File: config.mk
export PLATFORM = sky130hd
export DESIGN_NAME = seq_detector_param
export DESIGN_NICKNAME = d
export VERILOG_FILES = /design/src/rtl/seq_det_pkg.sv /design/src/rtl/seq_hist_shift.sv /design/src/rtl/seq_detector_param.sv
export SDC_FILE = /design/constraint.sdc
export NUM_CORES = 1
export LEC_CHECK = 0
export CAP_MARGIN = 20
export CORE_UTILIZATION = 25
export DETAILED_ROUTE_END_ITERATION = 7
export GPL_ROUTABILITY_DRIVEN = 0
export HOLD_SLACK_MARGIN = 0.06
export PLACE_DENSITY_LB_ADDON = 0.08
export RECOVER_POWER = 25
export SLEW_MARGIN = 10
export SYNTH_ARGS = -nofsm -noshare
export SYNTH_HDL_FRONTEND = slang
export SYNTH_SLANG_ARGS = --single-unit
File: constraint.sdc
create_clock -name clk -period 2.2 [get_ports clk]
set_input_delay 0.44 -clock clk [delete_from_list [all_inputs] [get_ports clk]]
set_output_delay 0.44 -clock clk [all_outputs]
set_load 0.02 [all_outputs]
File: src/rtl/seq_det_pkg.sv
// Shared types and helpers for the parametrised serial pattern detector.
package seq_det_pkg;

  typedef enum logic [1:0] {
    ST_FILL  = 2'b00,
    ST_ARMED = 2'b01,
    ST_HIT   = 2'b10
  } state_t;

  function automatic int fill_width(input int pat_len);
    return $clog2(pat_len + 1);
  endfunction

endpackage

File: src/rtl/seq_hist_shift.sv
// Sample history shift register plus a saturating count of valid bits held.
module seq_hist_shift #(
  parameter int PAT_LEN = 4,
  parameter int FILL_W  = 3
) (
  input  logic               clk,
  input  logic               rst_n,
  input  logic               i_en,
  input  logic               i_clear,
  input  logic               i_data,
  output logic [PAT_LEN-1:0] o_hist,
  output logic [FILL_W-1:0]  o_fill
);

  localparam logic [FILL_W-1:0] FILL_MAX = FILL_W'(PAT_LEN);

  logic [PAT_LEN-1:0] r_hist;
  logic [FILL_W-1:0]  r_fill;

  always_ff @(posedge clk or negedge rst_n) begin
    if (!rst_n) begin
      r_hist <= '0;
      r_fill <= '0;
    end else if (i_clear) begin
      r_hist <= '0;
      r_fill <= '0;
    end else if (i_en) begin
      r_hist <= {r_hist[PAT_LEN-2:0], i_data};
      if (r_fill != FILL_MAX) r_fill <= r_fill + 1'b1;
    end
  end

  assign o_hist = r_hist;
  assign o_fill = r_fill;

endmodule

File: src/rtl/seq_detector_param.sv
// Runtime-loadable serial pattern detector with overlap mode and saturating match counter.
// Optional compare mask port is enabled by defining SEQDET_MASK_EN.
//
// state | meaning
// FILL  | fewer than PAT_LEN-1 valid bits held; no compare possible yet
// ARMED | next sample completes a window; compare against pattern
// HIT   | match pulse cycle; still samples like ARMED (overlap) or FILL
module seq_detector_param
  import seq_det_pkg::*;
#(
  parameter int                 PAT_LEN         = 4,
  parameter int                 CNT_W           = 8,
  parameter logic [PAT_LEN-1:0] DEFAULT_PAT     = PAT_LEN'(4'b1101),
  parameter logic               DEFAULT_OVERLAP = 1'b0
) (
  input  logic               clk,
  input  logic               rst_n,
  input  logic               i_en,
  input  logic               i_data_in,
  input  logic               i_cfg_load,
  input  logic [PAT_LEN-1:0] i_cfg_pattern,
  input  logic               i_cfg_overlap,
`ifdef SEQDET_MASK_EN
  input  logic [PAT_LEN-1:0] i_cfg_mask,
`endif
  output logic               o_seq_detected,
  output logic [CNT_W-1:0]   o_match_count,
  output logic               o_count_sat
);

  localparam int FILL_W = fill_width(PAT_LEN);
  localparam logic [FILL_W-1:0] FILL_ARM = FILL_W'(PAT_LEN - 1);
  localparam logic [FILL_W-1:0] FILL_PRE = FILL_W'(PAT_LEN - 2);

  logic [PAT_LEN-1:0] r_pat;
  logic               r_ovl;
  logic [PAT_LEN-1:0] w_mask;
  state_t             r_state;
  state_t             w_state_nxt;
  logic               r_seq_det;
  logic [CNT_W-1:0]   r_count;

  logic               w_shift;
  logic               w_clear;
  logic               w_hit;
  logic [PAT_LEN-1:0] w_hist;
  logic [FILL_W-1:0]  w_fill;
  logic [PAT_LEN-1:0] w_cand;
  logic               w_eq;
  logic               w_full;
  logic               w_unused_hist_msb;

`ifdef SEQDET_MASK_EN
  logic [PAT_LEN-1:0] r_mask;

  always_ff @(posedge clk or negedge rst_n) begin
    if (!rst_n)          r_mask <= '1;
    else if (i_cfg_load) r_mask <= i_cfg_mask;
  end

  assign w_mask = r_mask;
`else
  assign w_mask = '1;
`endif

  always_ff @(posedge clk or negedge rst_n) begin
    if (!rst_n) begin
      r_pat <= DEFAULT_PAT;
      r_ovl <= DEFAULT_OVERLAP;
    end else if (i_cfg_load) begin
      r_pat <= i_cfg_pattern;
      r_ovl <= i_cfg_overlap;
    end
  end

  seq_hist_shift #(
    .PAT_LEN (PAT_LEN),
    .FILL_W  (FILL_W)
  ) u_hist (
    .clk     (clk),
    .rst_n   (rst_n),
    .i_en    (w_shift),
    .i_clear (w_clear),
    .i_data  (i_data_in),
    .o_hist  (w_hist),
    .o_fill  (w_fill)
  );

  // The oldest history bit falls out of the window as the new sample enters.
  assign w_unused_hist_msb = w_hist[PAT_LEN-1];
  assign w_cand = {w_hist[PAT_LEN-2:0], i_data_in};
  assign w_eq   = ((w_cand ^ r_pat) & w_mask) == '0;
  assign w_full = (w_fill >= FILL_ARM);

  always_comb begin
    w_state_nxt = r_state;
    w_shift     = 1'b0;
    w_clear     = 1'b0;
    w_hit       = 1'b0;
    if (i_cfg_load) begin
      w_clear     = 1'b1;
      w_state_nxt = ST_FILL;
    end else begin
      case (r_state)
        ST_FILL: begin
          if (i_en) begin
            w_shift = 1'b1;
            if (w_fill == FILL_PRE) w_state_nxt = ST_ARMED;
          end
        end
        ST_ARMED: begin
          if (i_en) begin
            if (w_eq) begin
              w_hit       = 1'b1;
              w_state_nxt = ST_HIT;
              w_shift     = r_ovl;
              w_clear     = !r_ovl;
            end else begin
              w_shift = 1'b1;
            end
          end
        end
        ST_HIT: begin
          // Window occupancy tells whether this cycle behaves as ARMED or FILL.
          w_state_nxt = w_full ? ST_ARMED : ST_FILL;
          if (i_en) begin
            if (w_full && w_eq) begin
              w_hit       = 1'b1;
              w_state_nxt = ST_HIT;
              w_shift     = r_ovl;
              w_clear     = !r_ovl;
            end else begin
              w_shift = 1'b1;
              if (!w_full && w_fill == FILL_PRE) w_state_nxt = ST_ARMED;
            end
          end
        end
        default: begin
          w_clear     = 1'b1;
          w_state_nxt = ST_FILL;
        end
      endcase
    end
  end

  always_ff @(posedge clk or negedge rst_n) begin
    if (!rst_n) begin
      r_state   <= ST_FILL;
      r_seq_det <= 1'b0;
    end else begin
      r_state   <= w_state_nxt;
      r_seq_det <= w_hit;
    end
  end

  always_ff @(posedge clk or negedge rst_n) begin
    if (!rst_n)                  r_count <= '0;
    else if (i_cfg_load)         r_count <= '0;
    else if (w_hit && !(&r_count)) r_count <= r_count + 1'b1;
  end

  assign o_seq_detected = r_seq_det;
  assign o_match_count  = r_count;
  assign o_count_sat    = &r_count;

endmodule

Word level (Yosys, flattened, before mapping)
Cells that the tools add are included.

Bits in registers: 22. Bits of input ports: 10. Output and inout bits: 10. Word-level logic and storage cells: 69.

$add $sub $neg: 2. $lt $le $gt $ge: 1. Eq/ne operators: 8. Muxes and demuxes: 36. Bitwise operators: 1. Reductions and logical operators: 14.

Operator list (number): $mux W1 (18); $mux W8 (2); $mux W3 (5); $ne A3 B3 Y1 const B (5); $mux W2 (7); $add A8 B1 Y8 const B (1); $reduce_and A8 Y1 (1); $pmux W1 S3 (2); $pmux W2 S3 (1); $reduce_bool A2 Y1 (3); $logic_not A4 Y1 (1); $reduce_and A4 Y1 (1); $xor A4 B4 Y4 (1); $add A3 B1 Y3 const B (1); $eq A3 B2 Y1 const B (1); $ge A3 B2 Y1 const B (1); $logic_and A1 B1 Y1 (3); $logic_not A1 Y1 (3); $eq A2 B1 Y1 const B (1); $eq A2 B2 Y1 const B (1); $logic_not A2 Y1 (1); $pmux W1 S2 (1); $reduce_and A2 Y1 (1).

Longest topological paths before layout
Word-level depth: 10. Mapped depth: 7. Mapped depth without buffers: 7.

Cells and area by module
A second synthesis with hierarchy kept.

Cell total of the unflattened synthesis: 126. Area total of the unflattened synthesis: 1322.5 sq um.

Modules (own cells, without submodules): seq_detector_param (times used 1, cells an instance 95, area each 954.7 sq um, seq. area each 404.1 sq um); seq_hist_shift (times used 1, cells an instance 31, area each 367.9 sq um, seq. area each 175.2 sq um).

Least setup slack after synthesis
No wires, ideal clock.

Kind: register -> register. Start point: register u_hist.r_fill[1] (netlist: u_hist.o_fill[1]). End point: register r_count[7] (netlist: o_match_count[7]). Setup time: 0.078 ns. Data arrival time: 1.839 ns. Required time: 2.122 ns. Setup slack: 0.283 ns. Cell stages (with the launch flop): 8. Buffers on the path: 0. Clock period less this slack: 1.917 ns. Path through: dfrtp_1 > ha_1 > ha_1 > a211oi_2 > a211oi_4 > nand3_4 > or4_1 > a21oi_1.

Word-level cells in the longest chain between the ends: 8.

Ends and longest elaborated chain: start, declared (line seq_hist_shift.sv:18) `logic [FILL_W-1:0] r_fill;`; start signal, assigned (line seq_hist_shift.sv:29) `if (r_fill != FILL_MAX) r_fill <= r_fill + 1'b1;`; $ge A3 B2 Y1 (line seq_detector_param.sv:93) `assign w_full = (w_fill >= FILL_ARM);`; $logic_and A1 B1 Y1 (line seq_detector_param.sv:127) `if (w_full && w_eq) begin`; $mux W1 (line seq_detector_param.sv:127); $mux W1 (line seq_detector_param.sv:126) `if (i_en) begin`; $pmux W1 S2 (line seq_detector_param.sv:104) `case (r_state)`; $mux W1 (line seq_detector_param.sv:100) `if (i_cfg_load) begin`; $logic_and A1 B1 Y1 (line seq_detector_param.sv:159) `else if (w_hit && !(&r_count)) r_count <= r_count + 1'b1;`; $reduce_bool A2 Y1 (no source line); end signal, assigned (line seq_detector_param.sv:159); end, declared (line seq_detector_param.sv:41) `logic [CNT_W-1:0] r_count;`.

No other way between the ends. A chain may end at the register's enable or synchronous reset.

Worst setup path after layout
Start point: register u_hist.r_fill[0] (netlist: u_hist.o_fill[0]). End point: register r_count[7] (netlist: o_match_count[7]).

Same word-level chain as after synthesis.

==> impl_results.md <==
- Placed cell area: 0.00162 mm^2
- CP arrival: 2.26 ns
- First-pass GRT wire length: approximately 4600 um
- Syn Std Cell Area: approximately 0.0013 mm^2
- Post-route DRC: 0
- P per Cell Area: roughly 830 mW/mm^2
- Worst IR Drop VDD: approximately 0.00046 V
- Post-detail-place hpwl: between 2000 and 2500 um
- Clock Latency Late Sink: around 0.27 ns
- Worst-margin pin slew: roughly 1.2 ns
- Largest area contributor in the netlist: dfrtp_1
- Critical path class: reg2reg
- Layout area overhead: 31.8%
- Period utilisation layout: 0.937
- RSZ-0062 raised after global routing: no
- GRT Residual Overflow: 0
- H-tree Lvls: 1
- Hold depth: 1
- Sequential fraction of the synthesis area: 0.432
- Clock buffer count from CTS: 3
- HP Class: reg2reg
- Post-route ant nets: 0
- Min Hold Slack: about 0.55 ns
- Worst-path clk slew: 0.09 ns
- Share of cells above drive strength 1: 0.187
- Drt pass-1 iters: 4
- CP Launch Type: flip-flop
- Internal reg-to-reg setup slack: about 0.14 ns
- Number of diodes: 0
- # nets final: 175
- CP Max Fanout: 7
- Setup WS pre-CTS: -0.0669 ns
- Vias per Instance: between 4 and 5
- Post-synth top cells: dfrtp_1, nor2_1, ha_1, inv_1, nand2_1
- Placed cell count: 218
- Wire per inst: 12.5 um
- End of the worst hold path: r_pat[1]$_DFFE_PN0P_
- Vert. Die Dim: 73.7 um
- Post-layout util: 0.351
- Setup Skew: 0.00659 ns
- Largest net degree at the start of global routing: 23
- Fmax: around 490 MHz
- Initial Utilization: 0.266
- Largest cells by area after synthesis: dfrtp_1, ha_1, dfstp_2
- Most numerous cell in the Yosys netlist: dfrtp_1
- I/O pins: 20
- Total routed wirelength: 2780 um
- Yosys warns: 0
- Die W: 73.7 um
- CP Capture Type: flip-flop
- Final hold vios: 0
- R2R Path Start: u_hist.o_fill[0]$_DFFE_PN0P_
- CP required: 2.40 ns
- DR iter-0 viols: 55
- Fillers: about 520
- CTS Root Cell: clkbuf_8
- Final non-filler cell total: about 220
- RR Endpoint: o_match_count[7]$_DFFE_PN0P_
- Sum of negative setup slack: 0 ns
- Crit path time final: approximately 2 ns
- Synth top area share: 0.370
- Syn Nets: around 140
- Vias in the first global route: roughly 1000
- Ys flop type: dfrtp_1
- Number of hold buffers added after CTS: 0
- P_leak: 0.724 nW
- Status: complete, no violations
- Setup ws final: about 0.14 ns
- Reg2Reg Depth: 7
- Asr flop ratio synth: 1.00
- Die Area: ~0.0054 mm^2
- Final Cell Area: between 0.0015 and 0.002 mm^2
- Clock sinks: 22
- GRT Overall Usage: 0.114
- CTS max path bufs: 2
- Initial antenna violation count: 0
- Port bufs: 19
- Mapped Cells: 125
- Maxcap violations: 0
- Syn Area/Cell: approximately 10 um^2
- TritonCTS clock tree: yes
- Setup violations, final: 0
- Slew HR: 0.192
- Slew Viols, Final: 0
- EDFF count, synth: 0
- Hold_sp: r_pat[1]$_DFFE_PN0P_
- Core area: 0.00482 mm^2
- Total power: 1.41 mW
- Std-Cell Rows: 25
- Library cells used by synthesis: 39
- Detailed-route via count: 1017
- Yosys reg bits: 22
final cells by class:
cell class                      count  area [um^2]  area share
Clock buffer                        3         41.3      0.0244
Clock inverter                      1         30.0      0.0178
Inverter                            9         33.8      0.0200
Multi-Input combinational cell     92          696       0.411
Sequential cell                    22          554       0.328
Tap cell                           67         83.8      0.0496
Timing Repair Buffer               28          253       0.149
report_power, final:
part / switching [mW] / leakage [nW] / internal, mW
logic: 0.282 / 0.399 / 0.227
clock network: 0.144 / 0.0357 / 0.243
registers: 0.0527 / 0.290 / 0.458
cell families (layout without fill, tap and decap cells):
family | count (synthesis) | in the layout | synth area share
and+or+nand+nor | 42 | 42 | 0.176
AOI/OAI and AO/OA | 24 | 24 | 0.141
muxes | 10 | 10 | 0.0828
buffers and inverters | 11 | 41 | 0.0322
adders and majority gates | 9 | 9 | 0.0877
xor gates and xnor gates | 7 | 7 | 0.0478
DFF | 22 | 22 | 0.432
critical path, stage by stage, from the launching register on:
cell	delay, ns
dfrtp_1	0.42
ha_1	0.17
ha_1	0.21
a211oi_4	0.07
a211oi_4	0.35
nand3_4	0.15
or4_1	0.48
a21oi_1	0.15
flip-flops by register name, indices dropped and copies added, names as in the netlist:
register,flops
r_ovl,1
o_match_count,8
o_seq_detected,1
u_hist.o_hist,3
r_pat,4
u_hist.o_fill,3
r_state,2
metal layers:
metal	routed length (um)	global-route usage
met2	1230	0.181
met5	0	0
met4	29	0.0385
met1	1430	0.148
met3	91	0.0329
timing repair:
action                     4_1_cts  5_1_grt
setup buffers                    0        0
setup endpoints to repair        1        1
resized for setup                1        1
pin swaps                        0        1
cells in the final DEF (no fill, tap or decap), drive strengths merged, types with 2 or more instances in the layout:
master and n:
ha 9, clkbuf 4, and3 3, o21ai 6, o31ai 2, inv 9, buf 8, dfrtp 19
nor2 14, nand3 5, mux2i 5, a21oi 5, clkdlybuf4s50 17, a211oi 4, xor2 6, nand2 9
mux2 5, dfstp 3, or4 3
worst max-delay path by stage:
stage                                       from                            to  slack (ns)  cells after the start
finish              u_hist.o_fill[0]$_DFFE_PN0P_  o_match_count[7]$_DFFE_PN0P_        0.14                      7
global route        u_hist.o_fill[0]$_DFFE_PN0P_  o_match_count[6]$_DFFE_PN0P_        0.01                      7
CTS                 u_hist.o_fill[0]$_DFFE_PN0P_  u_hist.o_fill[2]$_DFFE_PN0P_        0.14                      7
detailed placement                     i_data_in  o_match_count[7]$_DFFE_PN0P_       -0.07                      6
global placement                       i_data_in  o_match_count[7]$_DFFE_PN0P_       -0.04                      6
floorplan           u_hist.o_fill[1]$_DFFE_PN0P_  o_match_count[7]$_DFFE_PN0P_        0.28                      7
(Power assumes the default switching activity.)
